$ cat src/rtl/color_scan_ctrl.sv
// Colour sensor scan sequencer: steps the filter through red, green and blue,
// counts sensor pulses per channel and publishes the dominant colour.
module color_scan_ctrl #(
    parameter int GATE_CYCLES   = 50000,
    parameter int SETTLE_CYCLES = 500,
    parameter int CNT_W         = 16,
    parameter int MIN_CNT       = 16
) (
    input  logic             clk,
    input  logic             rst,
    input  logic             enable,
    input  logic             sensor_out,
    output logic             s2,
    output logic             s3,
    output logic [CNT_W-1:0] red_cnt,
    output logic [CNT_W-1:0] green_cnt,
    output logic [CNT_W-1:0] blue_cnt,
    output logic [2:0]       color,
    output logic             data_set_done,
    output logic             busy
);

    localparam int TMR_MAX = (GATE_CYCLES > SETTLE_CYCLES) ? GATE_CYCLES : SETTLE_CYCLES;
    localparam int TMR_W   = $clog2(TMR_MAX + 1);

    localparam logic [TMR_W-1:0] SETTLE_LAST = TMR_W'(SETTLE_CYCLES - 1);
    localparam logic [TMR_W-1:0] GATE_LAST   = TMR_W'(GATE_CYCLES - 1);
    localparam logic [CNT_W:0]   MIN_EXT     = (CNT_W + 1)'(MIN_CNT);

    localparam logic [2:0] ST_IDLE   = 3'd0;
    localparam logic [2:0] ST_SETTLE = 3'd1;
    localparam logic [2:0] ST_COUNT  = 3'd2;
    localparam logic [2:0] ST_DECIDE = 3'd3;
    localparam logic [2:0] ST_DONE   = 3'd4;

    logic [2:0]       sync_reg;
    logic             edge_reg;
    logic [2:0]       state_reg;
    logic [1:0]       ch_reg;
    logic [TMR_W-1:0] timer_reg;
    logic [CNT_W-1:0] work_cnt_reg;
    logic [CNT_W-1:0] red_res_reg;
    logic [CNT_W-1:0] green_res_reg;
    logic [CNT_W-1:0] red_cnt_reg;
    logic [CNT_W-1:0] green_cnt_reg;
    logic [CNT_W-1:0] blue_cnt_reg;
    logic [2:0]       color_reg;
    logic             s2_reg;
    logic             s3_reg;
    logic             dsd_reg;
    logic             busy_reg;

    logic [CNT_W-1:0] cnt_next;
    logic [2:0]       color_next;
    logic             abort;

    // Saturating increment; also used to fold in a pulse landing on the final gate cycle.
    always_comb begin
        cnt_next = work_cnt_reg;
        if (edge_reg && !(&work_cnt_reg)) begin
            cnt_next = work_cnt_reg + CNT_W'(1);
        end
    end

    always_comb begin
        color_next = 3'd0;
        if (red_cnt_reg > green_cnt_reg && red_cnt_reg > blue_cnt_reg &&
            {1'b0, red_cnt_reg} >= MIN_EXT) begin
            color_next = 3'd1;
        end else if (green_cnt_reg > red_cnt_reg && green_cnt_reg > blue_cnt_reg &&
                     {1'b0, green_cnt_reg} >= MIN_EXT) begin
            color_next = 3'd2;
        end else if (blue_cnt_reg > red_cnt_reg && blue_cnt_reg > green_cnt_reg &&
                     {1'b0, blue_cnt_reg} >= MIN_EXT) begin
            color_next = 3'd3;
        end
    end

    assign abort = !enable &&
                   (state_reg == ST_SETTLE || state_reg == ST_COUNT || state_reg == ST_DECIDE);

    always_ff @(posedge clk or posedge rst) begin
        if (rst) begin
            sync_reg      <= '0;
            edge_reg      <= 1'b0;
            state_reg     <= ST_IDLE;
            ch_reg        <= 2'd0;
            timer_reg     <= '0;
            work_cnt_reg  <= '0;
            red_res_reg   <= '0;
            green_res_reg <= '0;
            red_cnt_reg   <= '0;
            green_cnt_reg <= '0;
            blue_cnt_reg  <= '0;
            color_reg     <= 3'd0;
            s2_reg        <= 1'b0;
            s3_reg        <= 1'b0;
            dsd_reg       <= 1'b0;
            busy_reg      <= 1'b0;
        end else begin
            sync_reg <= {sync_reg[1:0], sensor_out};
            edge_reg <= sync_reg[1] & ~sync_reg[2];
            dsd_reg  <= 1'b0;
            if (abort) begin
                // Partial results stay in the scratch registers and are never published.
                state_reg <= ST_IDLE;
                ch_reg    <= 2'd0;
                timer_reg <= '0;
                s2_reg    <= 1'b0;
                s3_reg    <= 1'b0;
                busy_reg  <= 1'b0;
            end else begin
                case (state_reg)
                    ST_IDLE: begin
                        if (enable) begin
                            state_reg    <= ST_SETTLE;
                            ch_reg       <= 2'd0;
                            timer_reg    <= '0;
                            work_cnt_reg <= '0;
                            s2_reg       <= 1'b0;
                            s3_reg       <= 1'b0;
                            busy_reg     <= 1'b1;
                        end
                    end
                    ST_SETTLE: begin
                        if (timer_reg == SETTLE_LAST) begin
                            timer_reg    <= '0;
                            work_cnt_reg <= '0;
                            state_reg    <= ST_COUNT;
                        end else begin
                            timer_reg <= timer_reg + TMR_W'(1);
                        end
                    end
                    ST_COUNT: begin
                        work_cnt_reg <= cnt_next;
                        if (timer_reg == GATE_LAST) begin
                            timer_reg <= '0;
                            case (ch_reg)
                                2'd0: begin
                                    red_res_reg <= cnt_next;
                                    ch_reg      <= 2'd1;
                                    s2_reg      <= 1'b1;
                                    s3_reg      <= 1'b1;
                                    state_reg   <= ST_SETTLE;
                                end
                                2'd1: begin
                                    green_res_reg <= cnt_next;
                                    ch_reg        <= 2'd2;
                                    s2_reg        <= 1'b0;
                                    s3_reg        <= 1'b1;
                                    state_reg     <= ST_SETTLE;
                                end
                                default: begin
                                    red_cnt_reg   <= red_res_reg;
                                    green_cnt_reg <= green_res_reg;
                                    blue_cnt_reg  <= cnt_next;
                                    state_reg     <= ST_DECIDE;
                                end
                            endcase
                        end else begin
                            timer_reg <= timer_reg + TMR_W'(1);
                        end
                    end
                    ST_DECIDE: begin
                        color_reg <= color_next;
                        dsd_reg   <= 1'b1;
                        state_reg <= ST_DONE;
                    end
                    ST_DONE: begin
                        ch_reg    <= 2'd0;
                        timer_reg <= '0;
                        s2_reg    <= 1'b0;
                        s3_reg    <= 1'b0;
                        if (enable) begin
                            work_cnt_reg <= '0;
                            state_reg    <= ST_SETTLE;
                        end else begin
                            state_reg <= ST_IDLE;
                            busy_reg  <= 1'b0;
                        end
                    end
                    default: begin
                        state_reg <= ST_IDLE;
                        busy_reg  <= 1'b0;
                    end
                endcase
            end
        end
    end

    assign s2            = s2_reg;
    assign s3            = s3_reg;
    assign red_cnt       = red_cnt_reg;
    assign green_cnt     = green_cnt_reg;
    assign blue_cnt      = blue_cnt_reg;
    assign color         = color_reg;
    assign data_set_done = dsd_reg;
    assign busy          = busy_reg;

endmodule

$ cat config.mk
export PLATFORM = sky130hd
export DESIGN_NAME = color_scan_ctrl
export DESIGN_NICKNAME = d
export VERILOG_FILES = /design/src/rtl/color_scan_ctrl.sv
export SDC_FILE = /design/constraint.sdc
export NUM_CORES = 1
export LEC_CHECK = 0
export ABC_AREA = 1
export BUFFER_PORTS_ARGS = -buffer_cell sky130_fd_sc_hd__buf_2
export CAP_MARGIN = 0
export CORE_AREA = 5 5 148 108
export DETAILED_ROUTE_END_ITERATION = 10
export DIE_AREA = 0 0 153 113
export GPL_ROUTABILITY_DRIVEN = 0
export PLACE_DENSITY = 0.67
export SLEW_MARGIN = 20
export SYNTH_ARGS = -nofsm -noshare
export SYNTH_HDL_FRONTEND = slang
export SYNTH_SLANG_ARGS = --single-unit
$ cat constraint.sdc
create_clock -name clk -period 5.3 [get_ports clk]
set_input_delay 0.53 -clock clk [delete_from_list [all_inputs] [get_ports clk]]
set_output_delay 0.53 -clock clk [all_outputs]
set_load 0.005 [all_outputs]
# Yosys cells after proc, flatten, opt, wreduce, memory -nomap -nowiden
# Index checks and enable logic that the tools add are counted.
totals:
  ff_bits: 128
  latch_bits: 0
  ram_bits: 0
  rom_bits: 0
  inputBits: 4
  output_inout_bits: 55
  word_cells: 116
  mem_count: 0
op_classes:
  add_sub_neg: 2
  multipliers: 0
  div_mod_pow: 0
  n_lt_le_gt_ge: 9
  n_eq_ne: 16
  shifts: 0
  n_mux: 38
  bitwise: 4
  reduce_logical: 31
op_table:
  columns: ["cell", "count"]
  rows:
  - ["greater-than comparator 16 bit", 6]
  - ["2-to-1 mux 16 bit", 6]
  - ["one-hot mux 16 bit (4 select lines)", 1]
  - [">= comparator 16 x 5 -> 1 bit (second input constant)", 3]
  - ["one-hot mux 16 bit (3 select lines)", 1]
  - ["adder 16 x 1 -> 16 bit (second input constant)", 2]
  - ["AND reduction 4 bit", 6]
  - ["== test 16 bit (second input constant)", 1]
  - ["== test 16 x 9 -> 1 bit (second input constant)", 1]
  - ["AND reduction 16 bit", 1]
  - ["one-hot mux 3 bit (5 select lines)", 1]
  - ["2-to-1 mux 2 bit", 7]
  - ["2-to-1 mux 1 bit", 12]
  - ["2-to-1 mux 3 bit", 4]
  - ["!= test 3 bit (second input constant)", 3]
  - ["one-hot mux 1 bit (3 select lines)", 3]
  - ["logical AND 1 bit", 8]
  - ["== test 3 x 2 -> 1 bit (second input constant)", 2]
  - ["!= test 2 x 1 -> 1 bit (second input constant)", 3]
  - ["!= test 3 x 2 -> 1 bit (second input constant)", 2]
  - ["one-hot mux 2 bit (3 select lines)", 1]
  - ["AND reduction 3 bit", 2]
  - ["nonzero test 5 bit", 1]
  - ["!= test 4 x 2 -> 1 bit (second input constant)", 1]
  - ["16 further kinds", 22]

# Longest topological paths before layout
# Gate-level depths: netlist of the first run.
depth:
  ltp_word: 6
  ltp_mapped: 15
  depth_no_buf: 15

# Worst setup path after synthesis of the first run
# Ideal clock, no wire load.
synth_timing:
  path_type: "reg2reg"
  from: "reg work_cnt_reg[0]"
  to: "reg red_res_reg[0]"
  setup_time_ns: 0.135
  arrival_time_ns: 1.583
  required_time_ns: 5.165
  setup_slack_ns: 3.582
  path_stages_with_launch: 9
  n_path_buf: 1
  period_less_slack_ns: 1.718
  cell_sequence: "dfrtp_1 -> ha_1 -> inv_1 -> nor3_4 -> nand4_1 -> nand2_2 -> buf_4 -> xor2_1 -> o21ai_0"
synth_between:
  elab_chain_len: 4
  elab_cells_between_ends: 5
  classes_between: "add/sub: 1; mux: 1; reduce/logical: 3"
synth_lines:
  columns: ["element", "line", "source"]
  rows:
  - ["from (decl)", "41", "logic [CNT_W-1:0] work_cnt_reg;"]
  - ["from (signal assigned)", "135", "work_cnt_reg <= cnt_next;"]
  - ["branches (longest 3 deep; another with adder 16 x 1 -> 16 bit)", null, null]
  - ["2-to-1 mux 16 bit *", "60", "if (edge_reg && !(&work_cnt_reg)) begin"]
  - ["to (signal assigned)", "140", "red_res_reg <= cnt_next;"]
  - ["to (decl)", "42", "logic [CNT_W-1:0] red_res_reg;"]
# Mark *: on every way between the ends.
# A chain may end at the register's enable or synchronous reset.

# Final worst setup path of the first run
layout_timing:
  from: "reg timer_reg[1]"
  to: "reg blue_cnt_reg[0], in the netlist blue_cnt[0]"
layout_between:
  elab_chain_len: 2
layout_lines:
  columns: ["element", "line", "source"]
  rows:
  - ["from (decl)", "40", "logic [TMR_W-1:0] timer_reg;"]
  - ["from (signal assigned)", "131", "timer_reg <= timer_reg + TMR_W'(1);"]
  - ["from (signal assigned)", "161", "timer_reg <= timer_reg + TMR_W'(1);"]
  - ["== test 16 bit", "136", "if (timer_reg == GATE_LAST) begin"]
  - ["AND reduction 4 bit (no line)", null, null]
  - ["to (signal assigned)", "156", "blue_cnt_reg <= cnt_next;"]
  - ["to (decl)", "46", "logic [CNT_W-1:0] blue_cnt_reg;"]
# No other way between the ends.

==> results.ini, run 1 <==
[run_status]
status=finished, final reports clean

[synthesis]
async_flop_share=1.00
yosys.area.top_type=dfrtp_1
synth_nets=960
ys_warn_count=0
synth_area_per_cell_um2=7.74
ys_dominant_reg_cell=dfrtp_1
yosysMostFrequentCell=nand2_1
yosys-top-cells-area=dfrtp_1 45%, nand2_1 17%, ha_1 8.9%
synth_cell_types=36
synth_edf_count=0
synth_commonest_cells=319 x nand2_1, 126 x dfrtp_1, 105 x inv_1
syn-cell-area_um2=7010
synth_top_area_frac=0.450
synthCells=906
ys_seq_area_frac=0.450
ys_ff_latch=126

[pwr]
vdd_drop_max_v=0.000227
switching_share=0.269
p_per_area_nw_per_um2=329
clockPowerShare=0.489
pwr-share-comb=0.116
p_seq_frac=0.395
switchingPower_w=0.000716
power_leakage_nw=4.15
p_int_w=0.00194

[timing]
tightestPinTransition_ns=1.01
setup_viol=0
maxSlewHeadroom=0.328
fin_worst_skew_ns=0.0102
setup_slack_ns=2.47
rsz0062_at_grt=no
fmax_mhz=354
fin_hold_ws_ns=0.222
hold_viol=0
slew_violations=0
finalSetupTns_ns=0
layout_min_cycle_time_ns=2.83
period_share=0.533

[die]
rows=37
initial_core_util=0.488
die_w_um=153
io_pins=59
die_area_um2=17300
core_um2=14400
die_h_um=113

[setup_path]
path_max_fanout=49
path_class=flip-flop to flip-flop
crit_required_ns=5.59
rrSetupSlack_ns=2.47
startpoint_type=flip-flop
worstPathArrival_ns=3.12
cp-end-kind=flip-flop

[clocking]
clock_sinks=126
ctsLongestPathBuffers=2
numCtsBuffers=17
cts.clk_slew.worst_paths_ns=0.06
insertion_delay_ns=0.42
cts_tree=built
hold_buffers=0
post_cts_resized=0
cts_setup_buffers=0
cts_root_buffer=clkbuf_16
htreeDepth=4

[detailed_routing]
drtIter0Drc=461
ant_nets=0
drtPass1Iterations=4
drc=0
vias=6051
routed_wl_um=17400
routed_via_density=5.18
wl_per_cell_um=14.9

[placement]
dpl_worst_slack_ns=2.50
port_buffers=57
hpwlAfterDp_um=12600

[global_routing]
grtUsageTotal=0.206
grt_start_max_net_pins=86
grt_pass1_wl_um=28800
antenna_found_initial=0
grt_pass1_vias=5516
grt_overflow_total=0

[cells_and_area]
drive_gt1_frac=0.115
fill_cells=1330
area_delta_synth_final_pct=15.2
fin_nets=1015
diodes=0

[hold_path]
hp-class=input pin to flip-flop

[run]
maxCapViolations=0

-- logic make-up (layout without fill, tap and decap cells) --
| family | count (synthesis) | in the layout | share of synthesized area |
|---|---|---|---|
| AOI/OAI and AO/OA | 118 | 118 | 0.0891 |
| adders and majority gates | 50 | 50 | 0.0893 |
| xor gates and xnor gates | 12 | 12 | 0.0150 |
| DFF | 126 | 126 | 0.450 |
| buffers and inverters | 133 | 201 | 0.0796 |
| and+or+nand+nor | 466 | 466 | 0.277 |
| other | 1 | 1 | 0.000535 |
-- critical path: stages (launching register included) --
cell     delay [ns]
dfrtp_1        0.37
ha_1           0.20
nand3_1        0.21
nor4_1         0.23
nand2_1        0.21
nor2_4         0.80
inv_2          0.40
nand2_1        0.19
o21ai_2        0.06
-- path summary, 6_finish.rpt --
kind | startpoint | to | cells past startpoint
max | timer_reg[1] | blue_cnt[0] | 8
min | sensor_out | sync_reg[0] | 1
max reg2reg | timer_reg[1] | blue_cnt[0] | 8
min reg2reg | sync_reg[0] | sync_reg[1] | 0
max in group asynchronous | rst | green_res_reg[9] | 3
min in group asynchronous | rst | green_cnt[6] | 2
-- cells in the final DEF, fill, tap and decap left out, types with 5 or more instances in the layout --
| cell type | count |
|---|---|
| o21ai_0 | 72 |
| nor2_2 | 5 |
| dfrtp_1 | 126 |
| xor2_1 | 10 |
| clkbuf_16 | 17 |
| bufinv_16 | 5 |
| o21ai_1 | 9 |
| nor2_1 | 60 |
| inv_1 | 104 |
| nor3_1 | 22 |
| ha_1 | 50 |
| nand2_1 | 319 |
| a21oi_1 | 23 |
| buf_2 | 57 |
| nand4_1 | 18 |
| nand3_1 | 27 |
-- through the flow --
step | area [µm²] | cells | utilization | total power, W
4_1_cts | 8070 | 1169 | 0.562 | 0.00267
5_1_grt | 8070 | 1169 | 0.562 | 0.00276
3_3_place_gp | 7410 | 1137 | 0.517 | 0.00137
2_1_floorplan | 7010 | 906 | - | 0.00129
3_5_place_dp | 7410 | 1137 | 0.517 | 0.00138
6_report | 8070 | 1169 | 0.562 | 0.00266
-- per-layer routing --
metal | part of all wire | track usage | wire, µm
met1 | 0.53 | 0.328 | 9230
met2 | 0.40 | 0.289 | 6960
met3 | 0.063 | 0.0371 | 1090
met4 | 0.0083 | 0.0457 | 144
met5 | 0 | 0 | 0
-- power by group through the flow --
| stage | Clock [W] | Combinational [W] | Sequential [W] |
|---|---|---|---|
| 2_1_floorplan | 0 | 0.000230 | 0.00106 |
| 3_3_place_gp | 0 | 0.000305 | 0.00107 |
| 3_5_place_dp | 0 | 0.000309 | 0.00107 |
| 4_1_cts | 0.00131 | 0.000311 | 0.00105 |
| 5_1_grt | 0.00135 | 0.000355 | 0.00106 |
| 6_report | 0.00130 | 0.000309 | 0.00105 |
-- layout make-up --
cell class / count / area, µm² / share of cell area
sequential: 126 / 3150 / 0.391
timing repair buffer: 59 / 300 / 0.0372
inverter: 110 / 418 / 0.0518
multi-input combinational: 647 / 3300 / 0.409
clock inverter: 13 / 211 / 0.0262
tap: 195 / 244 / 0.0302
clock buffer: 19 / 443 / 0.0549
Power figures use the tool's default switching activity.
==> inputs of run 2 (changes only) <==
--- a/config.mk
+++ b/config.mk
@@ -5,14 +5,14 @@
 export SDC_FILE = /design/constraint.sdc
 export NUM_CORES = 1
 export LEC_CHECK = 0
-export ABC_AREA = 1
+export ABC_AREA = 0
 export BUFFER_PORTS_ARGS = -buffer_cell sky130_fd_sc_hd__buf_2
 export CAP_MARGIN = 0
-export CORE_AREA = 5 5 148 108
+export CORE_AREA = 5 5 145 105
 export DETAILED_ROUTE_END_ITERATION = 10
-export DIE_AREA = 0 0 153 113
+export DIE_AREA = 0 0 150 110
 export GPL_ROUTABILITY_DRIVEN = 0
-export PLACE_DENSITY = 0.67
+export PLACE_DENSITY = 0.71
 export SLEW_MARGIN = 20
 export SYNTH_ARGS = -nofsm -noshare
 export SYNTH_HDL_FRONTEND = slang
==> constraint.sdc (replaced) <==
create_clock -name clk -period 2.5 [get_ports clk]
set_input_delay 0.25 -clock clk [delete_from_list [all_inputs] [get_ports clk]]
set_output_delay 0.25 -clock clk [all_outputs]
set_load 0.005 [all_outputs]
==> run 2 against run 1 <==
Against the previous run: routed wire length rose by 0.30%; combinational power fell by 47%; via count fell by 8.8%; register-to-register slack got worse by 2.4 ns; sequential share of layout area fell by 0.49 points; clock power rose by 120%; core utilization rose by 3.5 points; worst setup slack got worse by 2.4 ns; clock-buffer cell count rose by 2; critical path depth fell by 1; sequential power rose by 100%; critical path type unchanged; critical endpoint is now color[1].
==> results.ini, run 2 <==
[run_status]
status=finished, final reports clean

[timing]
setup_viol=0  ; unchanged
fin_worst_skew_ns=0.0167  ; +0.00652 ns
setup_slack_ns=0.0918  ; -2.38 ns
maxSlewHeadroom=0.527  ; +0.200
fmax_mhz=415  ; +17%
rsz0062_at_grt=no
hold_viol=0  ; unchanged
tightestPinTransition_ns=0.701  ; -0.305 ns
finalSetupTns_ns=0  ; unchanged
layout_min_cycle_time_ns=2.41  ; -0.419 ns
slew_violations=0  ; unchanged
period_share=0.963  ; +0.430

[clocking]
insertion_delay_ns=0.42  ; about the same
numCtsBuffers=17  ; unchanged
cts_tree=built
cts_setup_buffers=0  ; unchanged
cts_root_buffer=clkbuf_16
clock_sinks=126  ; unchanged
htreeDepth=4  ; unchanged
cts.clk_slew.worst_paths_ns=0.06  ; about the same
ctsLongestPathBuffers=2  ; unchanged

[detailed_routing]
drtPass1Iterations=5  ; +1
drtIter0Drc=501  ; +8.7%
routed_wl_um=17500  ; +0.30%
wl_per_cell_um=17.9  ; +20%
vias=5516  ; -8.8%
routed_via_density=5.64  ; +9.0%
drc=0  ; unchanged
ant_nets=0  ; unchanged

[synthesis]
ys_warn_count=0  ; unchanged
synthAdderAreaFrac=0.0935  ; +0.00421
synth_compound_area_frac=0.137  ; +0.0479
synthCells=680  ; -25%
synth_top_family_by_area=simple AND/OR/NAND/NOR gates
async_flop_share=1.00  ; unchanged
yosysMostFrequentCell=dfrtp_1
ys_dominant_reg_cell=dfrtp_1
ys_ff_latch=126  ; unchanged
synth_cell_types=55  ; +53%
yosys.area.top_type=dfrtp_1
synthXorXnorAreaFrac=0.0314  ; +0.0164
synth-simple-area-share=0.161  ; -0.115
synth_top_area_frac=0.471  ; +0.0212
yosys-top-cells-area=dfrtp_1 47%, ha_1 9.3%, mux2_2 4.9%
synth_nets=734  ; -24%
synth_area_per_cell_um2=9.84  ; +27%
synth_commonest_cells=126 x dfrtp_1, 81 x nand2_1, 50 x ha_1, 50 x nor2_1, 49 x o21ai_0
syn-cell-area_um2=6690  ; -4.5%
synthMuxAreaShare=0.0563  ; +0.0563
synth_edf_count=0  ; unchanged
ys_seq_area_frac=0.471  ; +0.0212

[cells_and_area]
drive_gt1_frac=0.237  ; +0.122
diodes=0  ; unchanged
utilization=0.597  ; +0.0345
fin_cells=978  ; -16%
fin_nets=829  ; -18%
area_delta_synth_final_pct=22.1
final_common_cell=dfrtp_1
final_cell_mix=126 x dfrtp_1, 81 x nand2_1, 57 x buf_2
fin_area_um2=8170  ; +1.3%

[setup_path]
crit_family=simple AND/OR/NAND/NOR gates
worstPathArrival_ns=2.76  ; -0.36 ns
crit_required_ns=2.86  ; -2.73 ns
crit_chain=ha_1 -> nand4_1 -> nor2_1 -> a221o_1 -> or3_1 -> or4_1 -> nand3_1
startpoint_type=flip-flop
crit_slowest_cell=or4_1
rrSetupSlack_ns=0.09  ; -2.38 ns
path_max_fanout=5  ; -90%
cp-end-kind=flip-flop
path_buf_inv=0  ; -1
path_class=flip-flop to flip-flop
critPathMaxStageDelay_ns=0.52  ; -0.28 ns

[global_routing]
grtUsageTotal=0.226  ; +0.0200
antenna_found_initial=0  ; unchanged
grt_pass1_vias=5420  ; -1.7%
grt_overflow_total=0  ; unchanged
grt_start_max_net_pins=127  ; +48%
grt_pass1_wl_um=28700  ; -0.31%

[die]
core_um2=13700  ; -4.6%
initial_core_util=0.489  ; about the same
die_h_um=110  ; -2.7%
io_pins=59  ; unchanged
die_w_um=150  ; -2.0%
rows=36  ; -2.7%
die_area_um2=16500  ; -4.6%

[placement]
port_buffers=57  ; unchanged
dp.cells=945  ; -17%
hpwlAfterDp_um=12800  ; +1.7%
placed_area_um2=7450  ; +0.52%
dpl_worst_slack_ns=0.0992  ; -2.40 ns

[pwr]
vdd_drop_max_v=0.000429  ; +89%
power_leakage_nw=3.99  ; -4.0%
p_per_area_nw_per_um2=626  ; +90%

[run]
maxCapViolations=0  ; unchanged

[hold_path]
hp-class=input pin to async pin

## run 2: repair_timing
action,4_1_cts,5_1_grt
gates resized for setup,1,4
endpoints found under the setup margin,1,4
pin swaps,0,1
endpoints found under the hold margin,1,0
hold buffers,1,0
## run 2: kinds of logic (layout without fill, tap and decap cells)
kind of cell	count (synthesis)	in the layout
AND/OR/NAND/NOR	226	226
AO/OA/AOI/OAI	146	146
multiplexers	34	34
other	1	1
XOR/XNOR	24	24
buffers and inverters	73	181
flip-flops	126	126
adder cells (fa/ha/maj)	50	50
## run 2: path summary, 6_finish.rpt
kind | startpoint | end | cells after the start
worst min-delay path | rst | red_cnt[2] | 3
worst min register to register | sync_reg[0] | sync_reg[1] | 0
worst max-delay path | blue_cnt[10] | color[1] | 7
min in group clk | enable | state_reg[0] | 2
max in group asynchronous | rst | red_cnt[10] | 3
worst max register to register | blue_cnt[10] | color[1] | 7
## run 2: worst min-delay path, cell delays in order
cell	delay, ns
buf_2	0.11
clkinvlp_4	0.07
buf_12	0.45
## run 2: power by group
group | leakage (nW) | internal (W) | switching, W
clock network | 0.329 | 0.00194 | 0.000877
registers | 1.68 | 0.00209 | 0.0000373
logic | 1.98 | 0.0000568 | 0.000106
## run 2: area by class of cell
| class | instances | area, µm² |
|---|---|---|
| clock buffer | 21 | 470 |
| sequential | 126 | 3150 |
| clock inverter | 11 | 210 |
| fill | 1152 | 5520 |
| tap | 190 | 238 |
| timing repair buffer | 102 | 676 |
| multi-input combinational | 481 | 3250 |
| inverter | 47 | 180 |
## run 2: per-stage QoR
stage          hold WS, ns  total power, W
2_1_floorplan        0.281         0.00228
3_3_place_gp         0.335         0.00232
3_5_place_dp         0.350         0.00233
4_1_cts             0.0643         0.00516
5_1_grt             0.0953         0.00530
6_report           0.00516         0.00511
## run 2: metal layers
metal / up-vias / track usage / wire length (µm)
met3: 42 / 0.0593 / 1250
met2: 197 / 0.323 / 7510
met1: 2681 / 0.332 / 8310
li1: 2596 / - / -
met5: - / 0 / 0
met4: 0 / 0.0777 / 401
